**src/rtl/etch_pkg.sv**
```systemverilog
// Shared definitions for the etch-a-sketch rotary-encoder path: quadrature
// Gray states, step directions and screen bounds.
package etch_pkg;

   typedef enum logic [1:0] {
      ST_00 = 2'b00,
      ST_01 = 2'b01,
      ST_11 = 2'b11,
      ST_10 = 2'b10
   } quad_state_t;

   localparam logic DIR_INC = 1'b1;
   localparam logic DIR_DEC = 1'b0;

   localparam int H_MAX = 639;
   localparam int V_MAX = 479;

   // Clockwise successor in the Gray cycle 00 -> 01 -> 11 -> 10 -> 00.
   function automatic quad_state_t gray_next_cw(input quad_state_t s);
      quad_state_t n;
      case (s)
         ST_00:   n = ST_01;
         ST_01:   n = ST_11;
         ST_11:   n = ST_10;
         default: n = ST_00;
      endcase
      return n;
   endfunction

endpackage

```
**src/rtl/knob_quad_decoder_debounce_filter.sv**
```systemverilog
// Per-channel debounce: a level is accepted only after DEBOUNCE_CYCLES
// consecutive samples that differ from the currently filtered level.
module debounce_filter #(
   parameter int DEBOUNCE_CYCLES = 100000
) (
   input  logic clk_100MHz,
   input  logic reset,
   input  logic din_sync,
   output logic dout,
   output logic busy
);

   localparam int CW = (DEBOUNCE_CYCLES > 1) ? $clog2(DEBOUNCE_CYCLES) : 1;
   localparam logic [CW-1:0] COUNT_LAST = CW'(DEBOUNCE_CYCLES - 1);

   logic [CW-1:0] count_q, count_d;
   logic          level_q, level_d;

   always_comb begin
      count_d = '0;
      level_d = level_q;
      if (din_sync != level_q) begin
         if (count_q == COUNT_LAST) begin
            level_d = din_sync;
         end else begin
            count_d = count_q + CW'(1);
         end
      end
   end

   // Filtered level idles high to match the encoder pull-ups.
   always_ff @(posedge clk_100MHz or posedge reset) begin
      if (reset) begin
         count_q <= '0;
         level_q <= 1'b1;
      end else begin
         count_q <= count_d;
         level_q <= level_d;
      end
   end

   assign dout = level_q;
   assign busy = (count_q != '0);

endmodule

```
**src/rtl/knob_quad_decoder.sv**
```systemverilog
// One rotary-encoder axis: synchronise and debounce A/B, decode detents from
// the Gray sequence and keep a saturating cursor position.
module knob_quad_decoder
   import etch_pkg::*;
#(
   parameter int DEBOUNCE_CYCLES = 100000,
   parameter int POS_MAX         = H_MAX,
   parameter int POS_INIT        = 320,
   parameter int STEP            = 1
) (
   input  logic       clk_100MHz,
   input  logic       reset,
   input  logic       enc_a,
   input  logic       enc_b,
   input  logic       clear,
   output logic [9:0] pos,
   output logic       step_pulse,
   output logic       step_dir,
   output logic       quad_err
);

   localparam logic [10:0] POS_MAX_W  = 11'(POS_MAX);
   localparam logic [10:0] POS_INIT_W = 11'(POS_INIT);
   localparam logic [10:0] STEP_W     = 11'(STEP);

   // Bit 1 carries channel A, bit 0 channel B, matching the {A,B} state order.
   logic [1:0]        meta_q, meta_d;
   logic [1:0]        sync_q, sync_d;
   logic [1:0]        filt;
   logic [1:0]        busy;
   quad_state_t       pair;
   quad_state_t       state_q, state_d;
   logic              primed_q, primed_d;
   logic signed [2:0] acc_q, acc_d;
   logic signed [3:0] acc_sum;
   logic              step_pulse_q, step_pulse_d;
   logic              step_dir_q, step_dir_d;
   logic              quad_err_q, quad_err_d;
   logic [9:0]        pos_q, pos_d;
   logic [10:0]       pos_wide, inc_sum;
   logic [9:0]        pos_inc, pos_dec;

   always_comb begin
      meta_d = {enc_a, enc_b};
      sync_d = meta_q;
   end

   genvar gi;
   generate
      for (gi = 0; gi < 2; gi++) begin : g_chan
         debounce_filter #(
            .DEBOUNCE_CYCLES(DEBOUNCE_CYCLES)
         ) u_filter (
            .clk_100MHz(clk_100MHz),
            .reset     (reset),
            .din_sync  (sync_q[gi]),
            .dout      (filt[gi]),
            .busy      (busy[gi])
         );
      end
   endgenerate

   assign pair = quad_state_t'(filt);

   assign pos_wide = {1'b0, pos_q};
   assign inc_sum  = pos_wide + STEP_W;
   assign pos_inc  = (inc_sum > POS_MAX_W) ? POS_MAX_W[9:0] : inc_sum[9:0];
   assign pos_dec  = (pos_wide < STEP_W) ? 10'd0 : (pos_q - STEP_W[9:0]);

   always_comb begin
      state_d      = state_q;
      primed_d     = primed_q;
      acc_d        = acc_q;
      acc_sum      = {acc_q[2], acc_q};
      step_pulse_d = 1'b0;
      step_dir_d   = step_dir_q;
      quad_err_d   = 1'b0;

      if (!primed_q) begin
         // Adopt whatever pair is settled so the first real edge counts correctly.
         if (busy == 2'b00) begin
            state_d  = pair;
            primed_d = 1'b1;
         end
      end else if (pair != state_q) begin
         state_d = pair;
         if ((pair ^ state_q) == 2'b11) begin
            quad_err_d = 1'b1;
            acc_d      = '0;
         end else begin
            acc_sum = {acc_q[2], acc_q} +
                      ((pair == gray_next_cw(state_q)) ? 4'sd1 : -4'sd1);
            if (acc_sum == 4'sd4) begin
               step_pulse_d = 1'b1;
               step_dir_d   = DIR_INC;
               acc_d        = '0;
            end else if (acc_sum == -4'sd4) begin
               step_pulse_d = 1'b1;
               step_dir_d   = DIR_DEC;
               acc_d        = '0;
            end else if (pair == ST_11) begin
               acc_d = '0;
            end else begin
               acc_d = acc_sum[2:0];
            end
         end
      end

      pos_d = pos_q;
      if (clear) begin
         pos_d = POS_INIT_W[9:0];
      end else if (step_pulse_d) begin
         pos_d = (step_dir_d == DIR_INC) ? pos_inc : pos_dec;
      end
   end

   always_ff @(posedge clk_100MHz or posedge reset) begin
      if (reset) begin
         meta_q       <= 2'b11;
         sync_q       <= 2'b11;
         state_q      <= ST_11;
         primed_q     <= 1'b0;
         acc_q        <= '0;
         step_pulse_q <= 1'b0;
         step_dir_q   <= 1'b0;
         quad_err_q   <= 1'b0;
         pos_q        <= POS_INIT_W[9:0];
      end else begin
         meta_q       <= meta_d;
         sync_q       <= sync_d;
         state_q      <= state_d;
         primed_q     <= primed_d;
         acc_q        <= acc_d;
         step_pulse_q <= step_pulse_d;
         step_dir_q   <= step_dir_d;
         quad_err_q   <= quad_err_d;
         pos_q        <= pos_d;
      end
   end

   assign pos        = pos_q;
   assign step_pulse = step_pulse_q;
   assign step_dir   = step_dir_q;
   assign quad_err   = quad_err_q;

endmodule

```
**config.mk**
```make
export PLATFORM = sky130hd
export DESIGN_NAME = knob_quad_decoder
export DESIGN_NICKNAME = d
export VERILOG_FILES = /design/src/rtl/etch_pkg.sv /design/src/rtl/knob_quad_decoder_debounce_filter.sv /design/src/rtl/knob_quad_decoder.sv
export SDC_FILE = /design/constraint.sdc
export NUM_CORES = 1
export LEC_CHECK = 0
export CAP_MARGIN = 40
export CORE_MARGIN = 10
export CORE_UTILIZATION = 25
export DETAILED_ROUTE_END_ITERATION = 7
export PLACE_DENSITY_LB_ADDON = 0.15
export SYNTH_ARGS = -nofsm -noshare
export SYNTH_HDL_FRONTEND = slang
export SYNTH_SLANG_ARGS = --single-unit
```
**constraint.sdc**
```tcl
create_clock -name clk_100MHz -period 2.8 [get_ports clk_100MHz]
set_input_delay 0.84 -clock clk_100MHz [delete_from_list [all_inputs] [get_ports clk_100MHz]]
set_output_delay 0.84 -clock clk_100MHz [all_outputs]
set_load 0.01 [all_outputs]
```
Yosys cells after proc, flatten, opt, wreduce, memory -nomap -nowiden
Cells that the tools add are included. W data, S select, Z words.

Bits of input ports: 5. Bits in registers: 59. Output and inout port bits: 13. Logic and storage cells: 80.

Reduce and logical (&&, ||, !) cells: 10. Bitwise operators: 1. Mux-type cells: 36. Add/sub/neg operators: 5. Equality and inequality tests: 13. $lt $le $gt $ge: 2.

Operator list (number): $mux W17 (4); $mux W10 (5); $add A17 B1 Y17 const B (2); $eq A17 B17 Y1 const B (2); $reduce_bool A17 Y1 (2); $mux W1 (15); $mux W2 (6); $mux W3 (4); $add A10 B1 Y11 const B (1); $gt A11 B10 Y1 const B (1); $lt A10 B1 Y1 const B (1); $sub A10 B1 Y10 const B (1); $reduce_and A2 Y1 (4); $eq A2 B2 Y1 const B (3); $pmux W2 S3 (1); $add A4 B4 Y4 (1); $eq A4 B3 Y1 const B (1); $eq A4 B4 Y1 const B (1); $logic_not A2 Y1 (2); $mux W4 (1); $reduce_bool A2 Y1 (2); $eq A2 B1 Y1 const B (1); $eq A2 B2 Y1 (1); $ne A1 B1 Y1 (2); 3 further kinds (3).

Depth between registers and ports, before layout
Gate-level depths: netlist of run 1.

Depth after elaboration: 17. Mapped depth: 12. Mapped depth without buffers: 10.

By module
From an unflattened synthesis of run 1, not the netlist that was laid out.

Cell total of the unflattened synthesis: 371. Area total of the unflattened synthesis: 3553.4 µm².

Modules (own cells, without submodules): debounce_filter (area an instance 973.4 µm², cells each 97, seq. area each 451.7 µm², times used 2); knob_quad_decoder (area an instance 1606.5 µm², cells each 177, seq. area each 585.6 µm², times used 1).

Least setup slack after synthesis of run 1
No wires, ideal clock.

Path kind: reg2reg. From: reg g_chan[0].u_filter.level_q. To: reg pos_q[9] (netlist: pos[9]). Clock period less this slack: 2.604 ns. Data required time: 2.713 ns. Path buffers: 1. Stages on the path, launching flop included: 12. Path slack: 0.196 ns. Arrival: 2.517 ns. Setup time: 0.087 ns. Cell sequence: dfstp_2 -> buf_4 -> xor2_1 -> nand2_1 -> fa_1 -> xor2_1 -> nand3_1 -> nor3_4 -> nor2_4 -> inv_2 -> mux2_4 -> a211oi_2.

Cells in the longest elaborated chain, start to end: 12. Elaborated cells between the ends (all ways): 22. Classes of those cells: add/sub: 1; eq/ne: 5; mux: 14; bitwise: 1; reduce/logical: 1.

Ends and longest elaborated chain: start: declaration (line knob_quad_decoder_debounce_filter.sv:17) `logic level_q, level_d;`; start signal: assignment (line knob_quad_decoder_debounce_filter.sv:38) `level_q <= level_d;`; $eq A2 B2 Y1 (line knob_quad_decoder.sv:92) `((pair == gray_next_cw(state_q)) ? 4'sd1 : -4'sd1);`; $mux W4 (line knob_quad_decoder.sv:92); $add A4 B4 Y4 (line knob_quad_decoder.sv:91) `acc_sum = {acc_q[2], acc_q} +`; $eq A4 B3 Y1 (line knob_quad_decoder.sv:97) `end else if (acc_sum == -4'sd4) begin`; $mux W1 (line knob_quad_decoder.sv:97); $mux W1 (line knob_quad_decoder.sv:93) `if (acc_sum == 4'sd4) begin`; $mux W1 (line knob_quad_decoder.sv:87) `if ((pair ^ state_q) == 2'b11) begin`; $mux W1 (*) (line knob_quad_decoder.sv:85) `end else if (pair != state_q) begin`; $mux W1 (*) (line knob_quad_decoder.sv:79) `if (!primed_q) begin`; net step_dir_d (line knob_quad_decoder.sv:37) `logic step_dir_q, step_dir_d;`; $mux W10 (*) (line knob_quad_decoder.sv:113) `pos_d = (step_dir_d == DIR_INC) ? pos_inc : pos_dec;`; $mux W10 (*) (line knob_quad_decoder.sv:112) `end else if (step_pulse_d) begin`; $mux W10 (*) (line knob_quad_decoder.sv:110) `if (clear) begin`; end signal: assignment (line knob_quad_decoder.sv:127) `pos_q <= POS_INIT_W[9:0];`; end signal: assignment (line knob_quad_decoder.sv:137) `pos_q <= pos_d;`; end: declaration (line knob_quad_decoder.sv:39) `logic [9:0] pos_q, pos_d;`.

Mark *: on every way through the listed nets, which the timed path passes. The rest lies on a longest branch. The select of a mux whose other input is x is not followed. A chain may end at the register's enable or synchronous reset.

Final worst setup path of run 1
From: reg state_q[0]. To: reg pos_q[9] (netlist: pos[9]).

Cells in the longest elaborated chain, start to end: 17. Elaborated cells between the ends (all ways): 29. Classes of those cells: add/sub: 1; eq/ne: 7; mux: 18; bitwise: 1; reduce/logical: 2.

Ends and longest elaborated chain: start: declaration (line knob_quad_decoder.sv:32) `quad_state_t state_q, state_d;`; start signal: assignment (line knob_quad_decoder.sv:131) `state_q <= state_d;`; $eq A2 B2 Y1, or another cell as far along (line etch_pkg.sv:21) `case (s)`; $pmux W2 S3 (line etch_pkg.sv:21); $mux W2 (line knob_quad_decoder.sv:87); $mux W2 (line knob_quad_decoder.sv:85); $mux W2 (line knob_quad_decoder.sv:79); $eq A2 B2 Y1 (line knob_quad_decoder.sv:92); $mux W4 (line knob_quad_decoder.sv:92); $add A4 B4 Y4 (line knob_quad_decoder.sv:91); (+2 left out); $mux W1 (line knob_quad_decoder.sv:93); $mux W1 (line knob_quad_decoder.sv:87); $mux W1 (*) (line knob_quad_decoder.sv:85); $mux W1 (*) (line knob_quad_decoder.sv:79); net step_dir_d (line knob_quad_decoder.sv:37); $mux W10 (*) (line knob_quad_decoder.sv:113); $mux W10 (*) (line knob_quad_decoder.sv:112); $mux W10 (*) (line knob_quad_decoder.sv:110).

Marked as above.

==> results.toml, run 1 <==
[synth]
synthSimpleGateAreaFrac_pct = 23.9
syn_nets = 388
syn_area_per_cell_um2 = 9.36
synthAdderAreaFrac_pct = 4.17
ys_async_sr_fraction_pct = 100
yosysTopAreaCellShare_pct = 35.2
yosysSeqAreaShare_pct = 42.7
synth_top_family_by_area = "simple AND/OR/NAND/NOR gates"
ys_warn_count = 0
yosysUniqueCellTypes = 56
synthMuxAreaShare_pct = 3.23
yosysTopAreaCell = "dfrtp_1"
synth_edf_count = 0
synth-main-ff-cell = "dfrtp_1"
synth-seq-cells = 59
syn_inst = 372
synth_xor_area_share_pct = 11.8
yosys-top-cells-area = "dfrtp_1 35%, dfstp_2 7.5%, xnor2_1 5.3%, nor2_1 4.8%, xor2_1 4.8%"
syn_area_um2 = 3480
synth-compound-area-share_pct = 10.1

[timing]
period_share_pct = 95.3
fin_ws_ps = 133
fin_skew_ps = 7.96
rsz0062_at_grt = "false"
max_clock_freq_ghz = 0.375
fin_crit_ps = 2670
finalSetupViolations = 0
tightest_slew_ps = 506
drv_slew = 0
tns_ps = 0
slew_headroom_pct = 66.2
finalHoldViolCount = 0

[grt]
grt_use_met3_pct = 2.23
grt_start_max_net_pins = 47
met2_usage_pct = 14.5
grt_use_total_pct = 9.06
grt_pass1_wl_um = 14400
antenna_found_initial = 0
gr-usage-met1_pct = 11.3
grt-ovfl-total = 0
grt-busiest-layer = "met2"
grt_pass1_vias = 2713

[placement]
dp_cells = 566
hpwl_um = 6100
placed_cell_area_um2 = 3900
io_buffers = 17
dpl_worst_slack_ps = 161
gp_congestion = 0.785

[drt]
first_iter_violations = 158
routed_wl_um = 8450
drc_errors = 0
drtAntennaViolNets = 0
num_vias = 2688
post_drt_via_cell_ratio = 4.62
firstDrtPassIters = 4
wl_per_cell_um = 14.5

[pwr]
powerDensity_nw_per_um2 = 530
vdd_drop_max_mv = 0.368
power_leakage_uw = 0.00179

[worst_setup_path]
critPathTopFamily = "flip-flops"
critPathRequiredTime_ps = 3040
r2r_cells = 10
worstPathMaxFanout = 6
end_kind = "flip-flop"
crit_end = "pos[9]$_DFFE_PP0P_"
critical_path.startpoint_type = "flip-flop"
setup.worst_path.start = "state_q[0]$_DFFE_PP1P_"
reg2reg_slack_ps = 130
cp_slowest_cell = "dfstp_2"
reg2reg_to = "pos[9]$_DFFE_PP0P_"
critPathBufInv = 1
r2r-start = "state_q[0]$_DFFE_PP1P_"
critical_path_class = "reg -> reg"
worstPathCellList = "xnor2_1, nand2_1, fa_1, xor2_2, and3_1, a21boi_2, nor2_4, inv_2, mux2_4, a211oi_2"
slowest_delay_ps = 570
critical_path_depth = 10
arrival_ps = 2910

[die]
core_area_um2 = 13800
io_pins = 18
fp.dieH_um = 138
rows = 43
die-area_um2 = 19100
die_x_um = 138
start_util_pct = 25.3

[final_layout]
diodes = 0
fin_cells = 582
num-nets-final = 413
syn2layout_area_growth_pct = 23.1
final_common_cell = "dfrtp_1"
final_cell_area_um2 = 4290
layout_common_cells = "49 x dfrtp_1, 45 x nor2_1, 28 x nand2_1"
final_util_pct = 31.1
drive_gt1_share_pct = 15.7

[flow_run]
maxCapViolations = 0

[clocking]
cts_tree = "built"
cts_buffers = 9
clockRootBuffer = "clkbuf_16"
clk_pin_slew_worst_paths_ps = 60
htreeDepth = 3
cts_setup_buffers = 0
clock_latency_ps = 330
clock-sinks = 59
cts.path.max_buffers = 2

[status]
status = "completed"

[worst_hold_path]
timing.hold.worst.class = "reg -> reg"
-- Yosys cell counts (4+ instances only) --
cell and number:
dfstp_2 10, xor2_1 19, and3_1 10, nand2_1 28, mux2_2 6, nor4_1 7
nor2_1 45, nor3_1 17, or3_1 5, xnor2_1 21, a21oi_1 10, nand4_1 10
o21ai_0 17, buf_2 6, dfrtp_1 49, ha_1 10, o31ai_1 4, inv_1 13
nand2b_1 4, nand3_1 23, clkbuf_1 6
-- layer usage --
metal / vias up / part of all wire (%)
met5: - / 0
met4: 0 / 1.4
met3: 9 / 3.1
met2: 41 / 48
met1: 1281 / 47
li1: 1357 / -
-- state kept, by name, summed over array words and instances, names as in the netlist, 2 cells and up --
name	cells
g_chan.u_filter.count_q	34
pos	10
acc_q	3
g_chan.u_filter.dout	2
meta_q	2
state_q	2
sync_q	2
-- area by class of cell --
cell class	count	area [um2]
Tap cell	180	225
Multi-Input combinational cell	282	1880
Timing Repair Buffer	30	280
Sequential cell	59	1490
Clock inverter	4	95.1
Fill cell	1465	9490
Inverter	15	56.3
Clock buffer	12	267
-- report_power, final --
| part | switching, uW | internal [uW] |
|---|---|---|
| Combinational | 42.1 | 22.2 |
| Clock | 391 | 940 |
| Sequential | 11.2 | 866 |
| Total | 444 | 1830 |
-- per-stage QoR --
stage	hold WS, ps	total power (uW)
6_report	355	2270
4_1_cts	356	2310
5_1_grt	361	2370
3_5_place_dp	348	960
2_1_floorplan	345	930
3_3_place_gp	346	960
-- how the worst min path moves through the flow --
stage / start / end / slack (ps) / cells past startpoint
finish: meta_q[1]$_DFF_PP1_ / sync_q[1]$_DFF_PP1_ / 350 / 0
global route: meta_q[1]$_DFF_PP1_ / sync_q[1]$_DFF_PP1_ / 360 / 0
CTS: meta_q[1]$_DFF_PP1_ / sync_q[1]$_DFF_PP1_ / 360 / 0
detailed placement: meta_q[1]$_DFF_PP1_ / sync_q[1]$_DFF_PP1_ / 350 / 0
global placement: meta_q[1]$_DFF_PP1_ / sync_q[1]$_DFF_PP1_ / 350 / 0
floorplan: meta_q[0]$_DFF_PP1_ / sync_q[0]$_DFF_PP1_ / 350 / 0
-- repair_timing --
action,4_1_cts,5_1_grt
endpoints found under the hold margin,0,0
hold buffers,0,0
resized for setup,0,3
setup endpoints to repair,0,1
-- kinds of logic after synthesis --
family,Yosys count
DFF,59
buffers and inverters,31
adders and majority gates,11
and+or+nand+nor,164
muxes,10
xor gates and xnor gates,43
AOI/OAI and AO/OA,54
No activity file was read; power rests on OpenSTA's default activity.
==> run 2, diff against run 1 <==
Settings changed: CTS_BUF_LIST set to sky130_fd_sc_hd__clkbuf_16.
==> run 2 against run 1 <==
Clock power shrank 6%. Clock skew is essentially flat. Final area shrank 0.70%. Final cell count stayed put. Setup slack about the same. Hold slack barely moved. Sequential cell count did not move. Die area did not move. Combinational power about the same. Sequential power is essentially flat. Non-clock buffer count unchanged. Largest power group unchanged.
==> results.toml, run 2 (synthesized netlist as in run 1, its figures left out) <==
[worst_setup_path]
reg2reg_to = "pos[9]$_DFFE_PP0P_"
critical_path_class = "reg -> reg"
critPathRequiredTime_ps = 3040
worstPathCellList = "xnor2_1, nand2_1, fa_1, xor2_2, and3_1, a21boi_2, nor2_4, inv_2, mux2_4, a211oi_2"
worstPathMaxFanout = 6
r2r-start = "state_q[0]$_DFFE_PP1P_"
reg2reg_slack_ps = 130
end_kind = "flip-flop"
cp_slowest_cell = "dfstp_2"
crit_end = "pos[9]$_DFFE_PP0P_"
setup.worst_path.start = "state_q[0]$_DFFE_PP1P_"
slowest_delay_ps = 570
r2r_cells = 10
arrival_ps = 2910
critical_path.startpoint_type = "flip-flop"

[final_layout]
layout_common_cells = "49 x dfrtp_1, 45 x nor2_1, 28 x nand2_1"
drive_gt1_share_pct = 14.9
regMostFlops = "g_chan.u_filter.count_q"
syn2layout_area_growth_pct = 22.2
final_common_cell = "dfrtp_1"
largest_reg_flops = 34
diodes = 0
num-nets-final = 413
final_util_pct = 30.9
fin_cells = 582

[clocking]
cts_tree = "built"
clockRootBuffer = "clkbuf_16"
cts_buffers = 9
cts.path.max_buffers = 2
clk_pin_slew_worst_paths_ps = 60
clock_latency_ps = 330
htreeDepth = 3
clock-sinks = 59

[worst_hold_path]
timing.hold.worst.class = "reg -> reg"

[placement]
gp_congestion = 0.785
dp_cells = 566
io_buffers = 17
hpwl_um = 6100

[timing]
slew_headroom_pct = 66.2
period_share_pct = 95.3
drv_slew = 0
tns_ps = 0
rsz0062_at_grt = "false"
fin_crit_ps = 2670
tightest_slew_ps = 506
max_clock_freq_ghz = 0.375
finalSetupViolations = 0
fin_skew_ps = 7.73
finalHoldViolCount = 0

[pwr]
power_leakage_uw = 0.00177
vdd_drop_max_mv = 0.353
powerDensity_nw_per_um2 = 514

[drt]
firstDrtPassIters = 4
drtAntennaViolNets = 0
num_vias = 2695
post_drt_via_cell_ratio = 4.63
wl_per_cell_um = 14.5
drc_errors = 0
routed_wl_um = 8460
first_iter_violations = 159

[grt]
antenna_found_initial = 0
grt_start_max_net_pins = 47
grt-ovfl-total = 0
grt_pass1_vias = 2711
grt_use_total_pct = 9.06
grt_pass1_wl_um = 14400

[die]
rows = 43
io_pins = 18
fp.dieH_um = 138
start_util_pct = 25.3
die_x_um = 138
die-area_um2 = 19100
core_area_um2 = 13800

[status]
status = "completed"

[flow_run]
maxCapViolations = 0
run 2: changes by cell type in the layout (fill, tap and decap cells not counted), sizes merged:
cell	change
clkinv	+3
clkbuf	-3
run 2: where the power goes:
| group | leakage, uW | switching, uW | internal [uW] |
|---|---|---|---|
| Clock | 0.000162 | 389 | 858 |
| Combinational | 0.000834 | 42.1 | 22.2 |
| Sequential | 0.000779 | 11.2 | 866 |
| Total | 0.00177 | 442 | 1750 |
run 2: worst max-delay path, delay by kind of cell, from the launching register on:
kind,cells,cell delay [ps]
buffers and inverters,1,110
xor gates and xnor gates,2,320
AOI/OAI and AO/OA,2,410
adders and majority gates,1,440
and+or+nand+nor,3,430
muxes,1,310
DFF,1,570
run 2: through the flow:
stage | setup WS (ps) | power (uW) | cell area (um2) | hold WS (ps)
2_1_floorplan | 196 | 930 | 3480 | 345
5_1_grt | 17.3 | 2280 | 4260 | 361
3_5_place_dp | 161 | 960 | 3900 | 348
6_report | 133 | 2190 | 4260 | 355
4_1_cts | 148 | 2220 | 4230 | 356
3_3_place_gp | 194 | 960 | 3900 | 346
run 2: timing repair:
action                                  in CTS  in global routing
hold buffers                                 0                  0
gates resized for setup                      0                  3
buffers inserted                             0                  0
endpoints found under the setup margin       0                  1
run 2: final cells by class:
| class | count | area [um2] |
|---|---|---|
| fill | 1466 | 9520 |
| tap | 180 | 225 |
| clock buffer | 9 | 225 |
| timing repair buffer | 30 | 280 |
| inverter | 15 | 56.3 |
| clock inverter | 7 | 106 |
| sequential | 59 | 1490 |
| multi-input combinational | 282 | 1880 |
run 2: worst min-delay path by stage:
stage / endpoint / cells past startpoint / slack [ps] / startpoint
3_3_place_gp: sync_q[1]$_DFF_PP1_ / 0 / 350 / meta_q[1]$_DFF_PP1_
4_1_cts: sync_q[1]$_DFF_PP1_ / 0 / 360 / meta_q[1]$_DFF_PP1_
3_5_place_dp: sync_q[1]$_DFF_PP1_ / 0 / 350 / meta_q[1]$_DFF_PP1_
5_1_grt: sync_q[1]$_DFF_PP1_ / 0 / 360 / meta_q[1]$_DFF_PP1_
6_report: sync_q[1]$_DFF_PP1_ / 0 / 350 / meta_q[1]$_DFF_PP1_
2_1_floorplan: sync_q[0]$_DFF_PP1_ / 0 / 350 / meta_q[0]$_DFF_PP1_
run 2: per-layer routing:
metal	GRT usage [%]	part of all wire (%)
met5	0	0
met4	3.83	1.4
met3	2.23	3.1
met1	11.3	47
met2	14.6	48
==> run 3, diff against run 2 <==
Settings changed: ABC_AREA set to 0, SLEW_MARGIN set to 20.
Clock period 2.8 ns to 2.7 ns, I/O delays scaled along.
==> run 3 against run 2 <==
Final cell count grew 0.34%. Power decreased by 5.5%. Critical endpoint unchanged. Global-route usage fell by 0.27 points. Sequential power increased by 3.6%. Combinational power grew 1%. Clock power is 13% lower. Final area decreased by 0.44%.
==> results.toml, run 3 (synthesized netlist as in run 1, its figures left out) <==
[status]
status = "completed"

[clocking]
clockRootBuffer = "clkbuf_16"
clock_latency_ps = 320
cts_tree = "built"
cts_buffers = 9
cts.path.max_buffers = 2
clock-sinks = 59
htreeDepth = 3
clk_pin_slew_worst_paths_ps = 50

[timing]
finalSetupViolations = 0
finalHoldViolCount = 0
hold_slack_ps = 355
period_share_pct = 96.1
fin_ws_ps = 105
slew_headroom_pct = 66.4
drv_slew = 0
fin_crit_ps = 2590
tightest_slew_ps = 502
fin_skew_ps = 6.92
max_clock_freq_ghz = 0.385

[worst_setup_path]
critPathRequiredTime_ps = 2930
setup.worst_path.start = "state_q[0]$_DFFE_PP1P_"
end_kind = "flip-flop"
reg2reg_slack_ps = 110
r2r-start = "state_q[0]$_DFFE_PP1P_"
worstPathMaxFanout = 5
arrival_ps = 2830
critical_path.startpoint_type = "flip-flop"
critical_path_class = "reg -> reg"

[pwr]
vdd_drop_max_mv = 0.295
power.total_uw = 2070
power_leakage_uw = 0.00176
powerDensity_nw_per_um2 = 488

[final_layout]
drive_gt1_share_pct = 15.8
final_common_cell = "dfrtp_1"
diodes = 0
num-nets-final = 415
fin_cells = 584
fill_cells = 1483
largest_reg_flops = 34
final_cell_area_um2 = 4240
syn2layout_area_growth_pct = 21.7
layout_common_cells = "49 x dfrtp_1, 45 x nor2_1, 28 x nand2_1"
regMostFlops = "g_chan.u_filter.count_q"

[drt]
drc_errors = 0
first_iter_violations = 181
num_vias = 2738
post_drt_via_cell_ratio = 4.69
drtAntennaViolNets = 0
wl_per_cell_um = 14.2
routed_wl_um = 8300
firstDrtPassIters = 4

[grt]
grt_use_total_pct = 8.79
grt_pass1_vias = 2684
antenna_found_initial = 0
grt_start_max_net_pins = 60
grt-ovfl-total = 0
grt_pass1_wl_um = 14100

[die]
die_x_um = 138
io_pins = 18
start_util_pct = 25.3
core_area_um2 = 13800
die-area_um2 = 19100
fp.dieH_um = 138
rows = 43

[placement]
dpl_worst_slack_ps = 17.1
placed_cell_area_um2 = 3890
gp_congestion = 0.840
hpwl_um = 5880
io_buffers = 17
dp_cells = 565

[worst_hold_path]
min_from = "meta_q[0]$_DFF_PP1_"
timing.hold.worst.class = "reg -> reg"

[flow_run]
maxCapViolations = 0
==> run 3: critical path: stages (launching register included) <==
cell      delay [ps]
dfstp_2          570
xnor2_1          130
nand2_1          170
fa_2             390
xor2_2           210
and3_4           220
a21boi_2          70
nor2_4           180
inv_2             60
mux2_4           300
a211oi_2         200
==> run 3: path summary, 6_finish.rpt <==
path,depth (start not counted),endpoint
worst max register to register,10,pos[9]$_DFFE_PP0P_
worst min-delay path,0,sync_q[0]$_DFF_PP1_
worst min register to register,0,sync_q[0]$_DFF_PP1_
max in group asynchronous,3,meta_q[1]$_DFF_PP1_
min in group asynchronous,3,pos[7]$_DFFE_PP0P_
worst max-delay path,10,pos[9]$_DFFE_PP0P_
==> run 3: layer usage <==
layer | share of wire (%) | global-route usage, % | wire [um] | vias up
met5 | 0 | 0 | 0 | -
met4 | 1.1 | 2.66 | 93 | 0
met3 | 3.9 | 2.53 | 320 | 7
met2 | 49 | 14.2 | 4030 | 54
met1 | 46 | 11.1 | 3850 | 1315
li1 | - | - | - | 1362
==> run 3: area by class of cell <==
class	instances	area, um2	share of cell area [%]
clock buffers	9	225	5.31
clock inverters	7	61.3	1.45
inverters	15	56.3	1.33
multi-input cells	282	1890	44.5
flip-flops and latches	59	1490	35.1
well taps	180	225	5.31
repair buffers	32	295	6.97
==> run 3: repair_timing <==
item	in CTS	in global routing
resized for setup	0	8
hold buffers	0	0
buffers inserted	0	3
setup endpoints to repair	0	10
==> run 3: stage by stage <==
step,util [%],setup TNS (ps)
after floorplan,-,0
after global placement,28.3,0
after detailed placement,28.3,0
after CTS,30.4,0
after global routing,30.8,-40.3
final,30.8,0
==> run 3: power breakdown <==
group          internal [uW]  leakage, uW  switching (uW)  total [uW]
combinational           22.3     0.000848            42.8        65.1
clock                    701     0.000138             391        1090
sequential               899     0.000779            11.8         910
total                   1620      0.00176             446        2070
